**config.mk**
```make
export PLATFORM = sky130hd
export DESIGN_NAME = i2c_cmd_sequencer
export DESIGN_NICKNAME = d
export VERILOG_FILES = /design/src/rtl/i2c_seq_pkg.sv /design/src/rtl/i2c_cmd_sequencer_timer.sv /design/src/rtl/i2c_cmd_sequencer.sv
export SDC_FILE = /design/constraint.sdc
export NUM_CORES = 1
export LEC_CHECK = 0
export BUFFER_PORTS_ARGS = -buffer_cell sky130_fd_sc_hd__buf_2
export CAP_MARGIN = 10
export CELL_PAD_IN_SITES_DETAIL_PLACEMENT = 1
export CELL_PAD_IN_SITES_GLOBAL_PLACEMENT = 1
export CORE_ASPECT_RATIO = 1.2
export CORE_UTILIZATION = 40
export CTS_CLUSTER_SIZE = 8
export DETAILED_ROUTE_END_ITERATION = 6
export GPL_ROUTABILITY_DRIVEN = 0
export PLACE_DENSITY_LB_ADDON = 0.25
export SLEW_MARGIN = 30
export SYNTH_ARGS = -nofsm -noshare
export SYNTH_HDL_FRONTEND = slang
export SYNTH_SLANG_ARGS = --single-unit
```
**constraint.sdc**
```tcl
create_clock -name csi_clk -period 3.8 [get_ports csi_clk]
set_clock_uncertainty 0.15 [all_clocks]
set_input_delay 0.57 -clock csi_clk [delete_from_list [all_inputs] [get_ports csi_clk]]
set_output_delay 0.57 -clock csi_clk [all_outputs]
set_load 0.01 [all_outputs]
```
**src/rtl/i2c_seq_pkg.sv**
```systemverilog
// Shared types for the i2c command sequencer: ROM word layout, opcodes and FSM states.
package i2c_seq_pkg;

  localparam int CMD_W = 20;

  typedef enum logic [1:0] {
    OP_WR       = 2'd0,
    OP_POLL     = 2'd1,
    OP_WAIT_IRQ = 2'd2,
    OP_END      = 2'd3
  } op_e;

  typedef struct packed {
    op_e        op;
    logic [1:0] adr;
    logic [7:0] data;
    logic [7:0] mask;
  } cmd_t;

  typedef enum logic [3:0] {
    S_IDLE    = 4'd0,
    S_FETCH   = 4'd1,
    S_DECODE  = 4'd2,
    S_WRITE   = 4'd3,
    S_READ    = 4'd4,
    S_RDWAIT  = 4'd5,
    S_CHECK   = 4'd6,
    S_IRQWAIT = 4'd7,
    S_NEXT    = 4'd8,
    S_FINISH  = 4'd9,
    S_FAIL    = 4'd10
  } state_e;

  // A zero mask makes both sides zero, so it always matches.
  function automatic logic poll_match(input cmd_t cmd, input logic [7:0] rd);
    return ((rd & cmd.mask) == (cmd.data & cmd.mask));
  endfunction

endpackage

```
**src/rtl/i2c_cmd_sequencer_timer.sv**
```systemverilog
// Saturating per-command timeout counter; cleared when a new command is decoded.
module i2c_seq_timer #(
  parameter int TIMEOUT_CYCLES = 1_000_000
) (
  input  logic clk,
  input  logic rst,
  input  logic clr,
  input  logic en,
  output logic expired,
  output logic expiring
);

  localparam int CNT_W = $clog2(TIMEOUT_CYCLES + 1);
  localparam logic [CNT_W-1:0] LIMIT      = CNT_W'(TIMEOUT_CYCLES);
  localparam logic [CNT_W-1:0] LIMIT_LESS = CNT_W'(TIMEOUT_CYCLES - 1);

  logic [CNT_W-1:0] count_r;

  // Count enabled cycles, holding at LIMIT instead of wrapping.
  always_ff @(posedge clk or posedge rst) begin
    if (rst) begin
      count_r <= '0;
    end else if (clr) begin
      count_r <= '0;
    end else if (en && (count_r != LIMIT)) begin
      count_r <= count_r + {{(CNT_W-1){1'b0}}, 1'b1};
    end
  end

  // expiring flags the cycle whose increment reaches LIMIT, so callers can leave on time.
  assign expired  = (count_r >= LIMIT);
  assign expiring = expired | (en & (count_r == LIMIT_LESS));

endmodule

```
**src/rtl/i2c_cmd_sequencer.sv**
```systemverilog
// Runs a command list from a synchronous ROM against the i2c master's Avalon slave port.
module i2c_cmd_sequencer
  import i2c_seq_pkg::*;
#(
  parameter int CMD_ADR_W      = 8,
  parameter int TIMEOUT_CYCLES = 1_000_000,
  parameter int RD_LATENCY     = 1
) (
  input  logic                 csi_clk,
  input  logic                 rsi_reset,
  input  logic                 start,
  output logic                 busy,
  output logic                 done,
  output logic                 err,
  output logic [CMD_ADR_W-1:0] errIdx,
  output logic [CMD_ADR_W-1:0] cmdAdr,
  input  logic [CMD_W-1:0]     cmdData,
  output logic [1:0]           avm_address,
  output logic                 avm_write,
  output logic [7:0]           avm_writedata,
  output logic                 avm_read,
  input  logic [7:0]           avm_readdata,
  input  logic                 avm_irq
);

  localparam logic [1:0]           LAT     = 2'(RD_LATENCY);
  localparam logic [CMD_ADR_W-1:0] LAST_PC = '1;
  localparam logic [CMD_ADR_W-1:0] PC_ONE  = CMD_ADR_W'(1);

  state_e               state_r;
  cmd_t                 cmd_r;
  logic [CMD_ADR_W-1:0] pc_r;
  logic [7:0]           rd_r;
  logic [1:0]           lat_r;
  cmd_t                 rom_cmd_s;
  logic                 timer_clr_s;
  logic                 timer_en_s;
  logic                 expired_s;
  logic                 expiring_s;

  assign rom_cmd_s = cmd_t'(cmdData);

  // Timer runs while a POLL or WAIT_IRQ is pending; an irq-ready cycle is not counted.
  always_comb begin
    timer_clr_s = 1'b0;
    timer_en_s  = 1'b0;
    case (state_r)
      S_DECODE:                   timer_clr_s = 1'b1;
      S_READ, S_RDWAIT, S_CHECK:  timer_en_s  = 1'b1;
      S_IRQWAIT:                  timer_en_s  = ~avm_irq;
      default: begin
        timer_clr_s = 1'b0;
        timer_en_s  = 1'b0;
      end
    endcase
  end

  i2c_seq_timer #(.TIMEOUT_CYCLES(TIMEOUT_CYCLES)) u_timer (
    .clk      (csi_clk),
    .rst      (rsi_reset),
    .clr      (timer_clr_s),
    .en       (timer_en_s),
    .expired  (expired_s),
    .expiring (expiring_s)
  );

  // Sequencer FSM with registered bus strobes and status.
  always_ff @(posedge csi_clk or posedge rsi_reset) begin
    if (rsi_reset) begin
      state_r       <= S_IDLE;
      cmd_r         <= '0;
      pc_r          <= '0;
      rd_r          <= 8'h00;
      lat_r         <= 2'd0;
      busy          <= 1'b0;
      done          <= 1'b0;
      err           <= 1'b0;
      errIdx        <= '0;
      cmdAdr        <= '0;
      avm_address   <= 2'd0;
      avm_write     <= 1'b0;
      avm_writedata <= 8'h00;
      avm_read      <= 1'b0;
    end else begin
      avm_write <= 1'b0;
      avm_read  <= 1'b0;
      done      <= 1'b0;
      err       <= 1'b0;
      case (state_r)
        S_IDLE: begin
          // done/err still high means we only just finished; a start now is dropped.
          if (start && !done && !err) begin
            pc_r    <= '0;
            cmdAdr  <= '0;
            errIdx  <= '0;
            busy    <= 1'b1;
            state_r <= S_FETCH;
          end
        end
        S_FETCH: state_r <= S_DECODE;
        S_DECODE: begin
          cmd_r <= rom_cmd_s;
          case (rom_cmd_s.op)
            OP_WR:       state_r <= S_WRITE;
            OP_POLL:     state_r <= S_READ;
            OP_WAIT_IRQ: state_r <= S_IRQWAIT;
            OP_END:      state_r <= S_FINISH;
            default:     state_r <= S_FAIL;
          endcase
        end
        S_WRITE: begin
          avm_write     <= 1'b1;
          avm_address   <= cmd_r.adr;
          avm_writedata <= cmd_r.data;
          state_r       <= S_NEXT;
        end
        S_READ: begin
          avm_read    <= 1'b1;
          avm_address <= cmd_r.adr;
          lat_r       <= 2'd0;
          state_r     <= S_RDWAIT;
        end
        S_RDWAIT: begin
          // lat_r is 0 in the strobe cycle, so data is valid once it equals LAT.
          if (lat_r == LAT) begin
            rd_r    <= avm_readdata;
            state_r <= S_CHECK;
          end else begin
            lat_r <= lat_r + 2'd1;
          end
        end
        S_CHECK: begin
          if (poll_match(cmd_r, rd_r)) begin
            state_r <= S_NEXT;
          end else if (expired_s) begin
            state_r <= S_FAIL;
          end else begin
            state_r <= S_READ;
          end
        end
        S_IRQWAIT: begin
          if (avm_irq) begin
            state_r <= S_NEXT;
          end else if (expiring_s) begin
            state_r <= S_FAIL;
          end
        end
        S_NEXT: begin
          if (pc_r == LAST_PC) begin
            state_r <= S_FAIL;
          end else begin
            pc_r    <= pc_r + PC_ONE;
            cmdAdr  <= pc_r + PC_ONE;
            state_r <= S_FETCH;
          end
        end
        S_FINISH: begin
          done    <= 1'b1;
          busy    <= 1'b0;
          state_r <= S_IDLE;
        end
        S_FAIL: begin
          err     <= 1'b1;
          errIdx  <= pc_r;
          busy    <= 1'b0;
          state_r <= S_IDLE;
        end
        default: begin
          busy    <= 1'b0;
          state_r <= S_IDLE;
        end
      endcase
    end
  end

endmodule

```
# Yosys cells after proc, flatten, opt, wreduce, memory -nomap -nowiden
# Index checks and enable logic that the tools add are counted.
dict set report classes {
  add_sub_neg 3
  n_lt_le_gt_ge 1
  eq_ne 23
  mux 25
  bitwise_logic 6
  reduce_logical 20
}
# cell n
set ops {}
lappend ops {{2-to-1 mux 20 bit} 2}
lappend ops {{one-hot mux 4 bit (9 select lines)} 1}
lappend ops {{one-hot mux 8 bit (2 select lines)} 2}
lappend ops {{2-to-1 mux 4 bit} 7}
lappend ops {{adder 20 x 1 -> 20 bit, second input constant} 1}
lappend ops {{== test 20 bit, second input constant} 1}
lappend ops {{>= comparator 20 bit, second input constant} 1}
lappend ops {{inequality test 20 bit, second input constant} 1}
lappend ops {{bitwise AND 8 bit} 2}
lappend ops {{== test 4 x 3 -> 1 bit, second input constant} 4}
lappend ops {{2-to-1 mux 8 bit} 2}
lappend ops {{one-hot mux 4 bit (4 select lines)} 1}
lappend ops {{== test 4 bit, second input constant} 3}
lappend ops {{adder 8 x 1 -> 8 bit, second input constant} 1}
lappend ops {{== test 4 x 2 -> 1 bit, second input constant} 2}
lappend ops {{== test 8 bit} 1}
lappend ops {{== test 8 bit, second input constant} 1}
lappend ops {{inequality test 2 bit, second input constant} 4}
lappend ops {{AND reduction 2 bit} 4}
lappend ops {{nonzero test 2 bit} 4}
lappend ops {{OR reduction 8 bit} 1}
lappend ops {{2-to-1 mux 1 bit} 6}
lappend ops {{AND reduction 3 bit} 2}
lappend ops {{== test 2 x 1 -> 1 bit, second input constant} 2}
lappend ops {{other kinds (16)} 22}
dict set report totals {
  regBits 83
  inputBits 32
  out_inout_bits 31
  wordCells 94
}

# Longest topological paths before layout
dict set report depth {
  depth_word 8
  ltp_mapped 8
  ltp_nobuf 7
}

# Cells and area by module
# From an unflattened synthesis, not the netlist that was laid out.
dict set report hier_totals {
  hier_cells 383
  hier_area_um2 4119.0
}
# module instances cells_per_inst area_per_inst_um2 seq_area_each_um2
set modules_own_cells {}
lappend modules_own_cells {i2c_cmd_sequencer 1 253 2917.8 1576.5}
lappend modules_own_cells {i2c_seq_timer 1 130 1201.2 500.5}

# Least setup slack after synthesis
# OpenSTA, ideal clock, no wires.
dict set report synth_path {
  path_type {input port to flip-flop}
  startpoint {in avm_irq}
  endpoint {reg u_timer.count_r[18]}
  setup_ns 0.120
  arrival_ns 1.852
  t_required_ns 3.530
  slack_ns 1.678
  cell_stages 6
  path_buffers 1
  cell_sequence {and3_4 or4b_4 buf_6 nor4_4 xnor2_1 nor2_2}
}
dict set report synth_via {
  elab_chain_cells 4
}
# item line_no
set synth_rtl {}
lappend synth_rtl {{start, declared} i2c_cmd_sequencer.sv:23} ;# input logic avm_irq
lappend synth_rtl {{NOT 1 bit} i2c_cmd_sequencer.sv:50} ;# S_IRQWAIT: timer_en_s = ~avm_irq;
lappend synth_rtl {{one-hot mux 1 bit (2 select lines)} i2c_cmd_sequencer.sv:47} ;# case (state_r)
lappend synth_rtl {{logical AND 1 bit} i2c_cmd_sequencer_timer.sv:25} ;# end else if (en && (count_r != LIMIT)) begin
lappend synth_rtl {{nonzero test 2 bit (no source line)} n/a}
lappend synth_rtl {{end signal, assigned} i2c_cmd_sequencer_timer.sv:26} ;# count_r <= count_r + {{(CNT_W-1){1'b0}}, 1'b1};
lappend synth_rtl {{end, declared} i2c_cmd_sequencer_timer.sv:17} ;# logic [CNT_W-1:0] count_r;
# No other way between the ends.
# A chain may end at the register's enable or synchronous reset.

# Worst setup path after layout
dict set report layout_path {
  startpoint {reg state_r[3]}
  endpoint {reg state_r[2]}
}
dict set report layout_via {
  elab_chain_cells 7
  elab_cells_between_ends 18
  cone_classes {eq/ne (11); mux (2); bitwise (2); reduce/logical (3)}
}
# item line_no
set layout_rtl {}
lappend layout_rtl {{start, declared} i2c_cmd_sequencer.sv:30} ;# state_e state_r;
lappend layout_rtl {{start signal, assigned} i2c_cmd_sequencer.sv:70} ;# state_r <= S_IDLE;
lappend layout_rtl {{start signal, assigned} i2c_cmd_sequencer.sv:97} ;# state_r <= S_FETCH;
lappend layout_rtl {{start signal, assigned} i2c_cmd_sequencer.sv:100} ;# S_FETCH: state_r <= S_DECODE;
lappend layout_rtl {{== test 4 x 3 -> 1 bit} {i2c_cmd_sequencer.sv:47, i2c_cmd_sequencer.sv:89}}
lappend layout_rtl {{OR reduction 3 bit} i2c_cmd_sequencer.sv:47}
lappend layout_rtl {{one-hot mux 1 bit (2 select lines)} i2c_cmd_sequencer.sv:47}
lappend layout_rtl {{bitwise AND 1 bit} i2c_cmd_sequencer_timer.sv:32} ;# assign expiring = expired | (en & (count_r == LIMIT_LESS));
lappend layout_rtl {{bitwise OR 1 bit} i2c_cmd_sequencer_timer.sv:32}
lappend layout_rtl {{inequality test 3 bit (no source line)} n/a}
lappend layout_rtl {{AND reduction 3 bit (no source line)} n/a}
# Parallel ways exist; a longest one is shown, timed or not.

==> summary.md <==
| Metric | Value |
|---|---|
| Root buf cell | `clkbuf_16` |
| Most used DFF post-synth | `dfrtp_1` |
| Hold WC Path Type | `primary input to async pin` |
| DR pass1 iterations | `6` |
| Flops & latches, synth | `83` |
| CTS tree | `yes` |
| Post-CTS sizing | `0` |
| CP Data Required Time | `3840 ps` |
| PwrDens | `666.1 nW/um2` |
| Initial antenna violation count | `0` |
| Register area | `2077 um2` |
| Ys Warns | `0` |
| First-pass GRT wire length | `15.84 mm` |
| H-Tree Depth | `3` |
| Nets | `470` |
| Detailed-placement wirelength estimate | `6.552 mm` |
| ANT cells | `0` |
| Layout fillers | `1,104` |
| CP Capture Point | `state_r[2]` |
| Leak | `2.175 nW` |
| Unrepaired setup endpoints after global routing | `no` |
| Cell Count, Final, Fillers Out | `558` |
| CP endpoint kind | `flip-flop` |
| Total grt overflow | `0` |
| Area Growth Syn to Fin | `17.69%` |
| Chip height | `111.9 um` |
| Routed via count | `3,000` |
| Clock share of power | `0.276` |
| Syn Std Cell Area | `4025 um2` |
| Rows | `39` |
| Die area | `10,470 um2` |
| Initial DRC count | `116` |
| Reg2reg path depth | `5` |
| Crit share post-route | `0.6703` |
| Async S/R FF share, synth | `1.000` |
| Number of synthesized flops with an enable pin | `0` |
| Pint | `2.111 mW` |
| Gate power share | `0.293` |
| Mapped Cells | `368` |
| CTS clk-pin slew, worst paths | `60 ps` |
| Synth unique cells | `51` |
| FMAX | `392.6 MHz` |
| Share of power burned in registers | `0.431` |
| RR Endpoint | `state_r[2]` |
| Width of the die | `93.58 um` |
| Worst reg2reg setup slack | `1250 ps` |
| Status | `finished clean` |
| ANT nets after route | `0` |
| Worst-Margin Slew | `930.1 ps` |
| Total clock sinks | `83` |
| Initial Utilization | `0.4166` |
| Max-slew violation count | `0` |
| Vias/cell | `5.376` |
| I/O pin cnt | `63` |
| Share of cells above drive strength 1 | `0.3011` |
| Setup TNS | `0 ps` |
| Mapped Avg Cell Area | `10.94 um2` |
| Worst Path Arrival | `2590 ps` |
| Final setup fails | `0` |
| Crit-path max FO | `20` |
| Kind of critical path | `flip-flop to flip-flop` |
| CP startpoint | `state_r[3]` |
| Net Sw Frac | `0.3310` |
| GRT Resource Usage Total | `0.1954` |
| Max_slew headroom | `0.3772` |
| Minimum clock period | `2547 ps` |
| Mapped Nets | `408` |
| Final hold violations | `0` |
| Maxcap violations | `0` |
| CTS Hold Bufs | `0` |
| Pin count of the biggest net entering global routing | `49` |
| Setup bufs post-CTS | `0` |
| Worst skew pair latency | `340 ps` |
| CTS buffer count | `9` |
| Net Sw Power | `1.045 mW` |
| Crit start category | `flip-flop` |
| Vias in the first global route | `3,204` |
| # DRC | `0` |
| CORE AREA | `9662 um2` |
| Launching point of the worst reg2reg path | `state_r[3]` |
| PortBufs | `62` |
| Wirelength per Cell | `16.73 um` |
| Register area share after synthesis | `0.5160` |
| Worst vdd ir | `233.8 uV` |
| Clock Tree Buf Depth | `2` |
| Placed cells | `542` |
| Multi-input gate area | `1824 um2` |
| Total length of routed wires | `9.337 mm` |
kinds of logic after synthesis:
group,after synthesis,share of synthesized area
AOI/OAI and AO/OA,56,0.08549
and+or+nand+nor,129,0.1781
DFF,83,0.5160
adders and majority gates,8,0.02487
muxes,37,0.1032
xor gates and xnor gates,27,0.05875
buffers and inverters,28,0.03357
worst max-delay path, cell delays in order (launching register included):
cell and delay, ps:
dfrtp_1 630, nand3b_4 280, or4b_4 630, nor3_1 390, o32a_1 240, o22ai_1 90
Yosys cell counts, drive strengths merged (3+ instances only):
library cell  count  share of area
buf               9          0.016
nor4              4          0.014
nand4             7          0.011
inv              13          0.012
nor3             15          0.022
mux2             36           0.10
nand2b            3         0.0047
xor2             13          0.028
a31oi             3         0.0047
nand3             9          0.011
a21oi            10          0.012
nor2             33          0.032
ha                8          0.025
o21ai            23          0.029
clkbuf            5         0.0047
dfrtp            83           0.52
o211ai            3         0.0056
nand2            33          0.031
nor3b             4         0.0087
xnor2            14          0.030
a22oi             4         0.0075
or3               8          0.012
per-stage QoR:
step | instance area, um2 | hold WS, ps | utilization | setup WS, ps | total power [mW]
after floorplan | 4025 | 321.6 | - | 943.2 | 2.026
after global placement | 4436 | 334.0 | 0.4591 | 1365 | 2.253
after detailed placement | 4442 | 342.4 | 0.4597 | 1337 | 2.314
after CTS | 4736 | 256.9 | 0.4902 | 1305 | 3.193
after global routing | 4737 | 211.7 | 0.4903 | 1171 | 3.365
final | 4737 | 158.6 | 0.4903 | 1253 | 3.155
placed cells by master (no fill, tap or decap), types with 3 or more instances in the layout:
| cell type | netlist | routed |
|---|---|---|
| a21oi_1 | 10 | 10 |
| a22oi_1 | 4 | 4 |
| a31oi_1 | 3 | 3 |
| buf_2 | 6 | 62 |
| buf_4 | 0 | 3 |
| clkbuf_16 | 0 | 9 |
| dfrtp_1 | 83 | 83 |
| ha_1 | 8 | 8 |
| inv_1 | 13 | 12 |
| mux2_2 | 36 | 36 |
| nand2_1 | 33 | 33 |
| nand2b_1 | 3 | 3 |
| nand3_1 | 9 | 9 |
| nand4_1 | 7 | 7 |
| nor2_1 | 31 | 31 |
| nor3_1 | 12 | 11 |
| nor3_2 | 3 | 3 |
| nor3b_1 | 3 | 3 |
| o211ai_1 | 3 | 3 |
| o21ai_0 | 22 | 22 |
| or3_1 | 8 | 8 |
| xnor2_1 | 14 | 14 |
| xor2_1 | 13 | 13 |
flip-flops by register name, summed over array words and instances (netlist names):
register,cells
pc_r,8
avm_write,1
state_r,4
done,1
err,1
cmd_r,18
errIdx,8
rd_r,8
busy,1
avm_address,2
u_timer.count_r,20
avm_read,1
avm_writedata,8
lat_r,2
how the worst min path moves through the flow:
| stage | from | endpoint | depth (start not counted) |
|---|---|---|---|
| 2_1_floorplan | lat_r[1] | lat_r[1] | 2 |
| 6_report | rsi_reset | u_timer.count_r[7] | 2 |
| 4_1_cts | rsi_reset | u_timer.count_r[1] | 2 |
| 3_3_place_gp | avm_writedata[3] | avm_writedata[3] | 1 |
| 5_1_grt | rsi_reset | u_timer.count_r[2] | 2 |
| 3_5_place_dp | avm_address[1] | avm_address[1] | 1 |
power groups by stage:
stage               Clock, mW  Sequential (mW)  Combinational [mW]
floorplan                   0             1.32               0.701
global placement            0             1.36               0.895
detailed placement          0             1.38               0.936
CTS                     0.887             1.36               0.942
global route            0.930             1.41                1.03
finish                  0.871             1.36               0.924
area by class of cell:
class | instances | share of cell area
timing repair buffer | 65 | 0.07026
multi-input combinational | 257 | 0.3851
tap | 123 | 0.03249
inverter | 14 | 0.01162
sequential | 83 | 0.4385
clock inverter | 6 | 0.01373
clock buffer | 10 | 0.04834
per-layer routing:
metal | wire (um) | track usage | vias up | part of all wire
met1 | 3884 | 0.2352 | 1527 | 0.42
met5 | 0 | 0 | - | 0
met3 | 265 | 0.03620 | 15 | 0.028
met2 | 5044 | 0.3456 | 44 | 0.54
li1 | - | - | 1414 | -
met4 | 142 | 0.06872 | 0 | 0.015
Note: power is estimated with default switching activity, not from simulation.
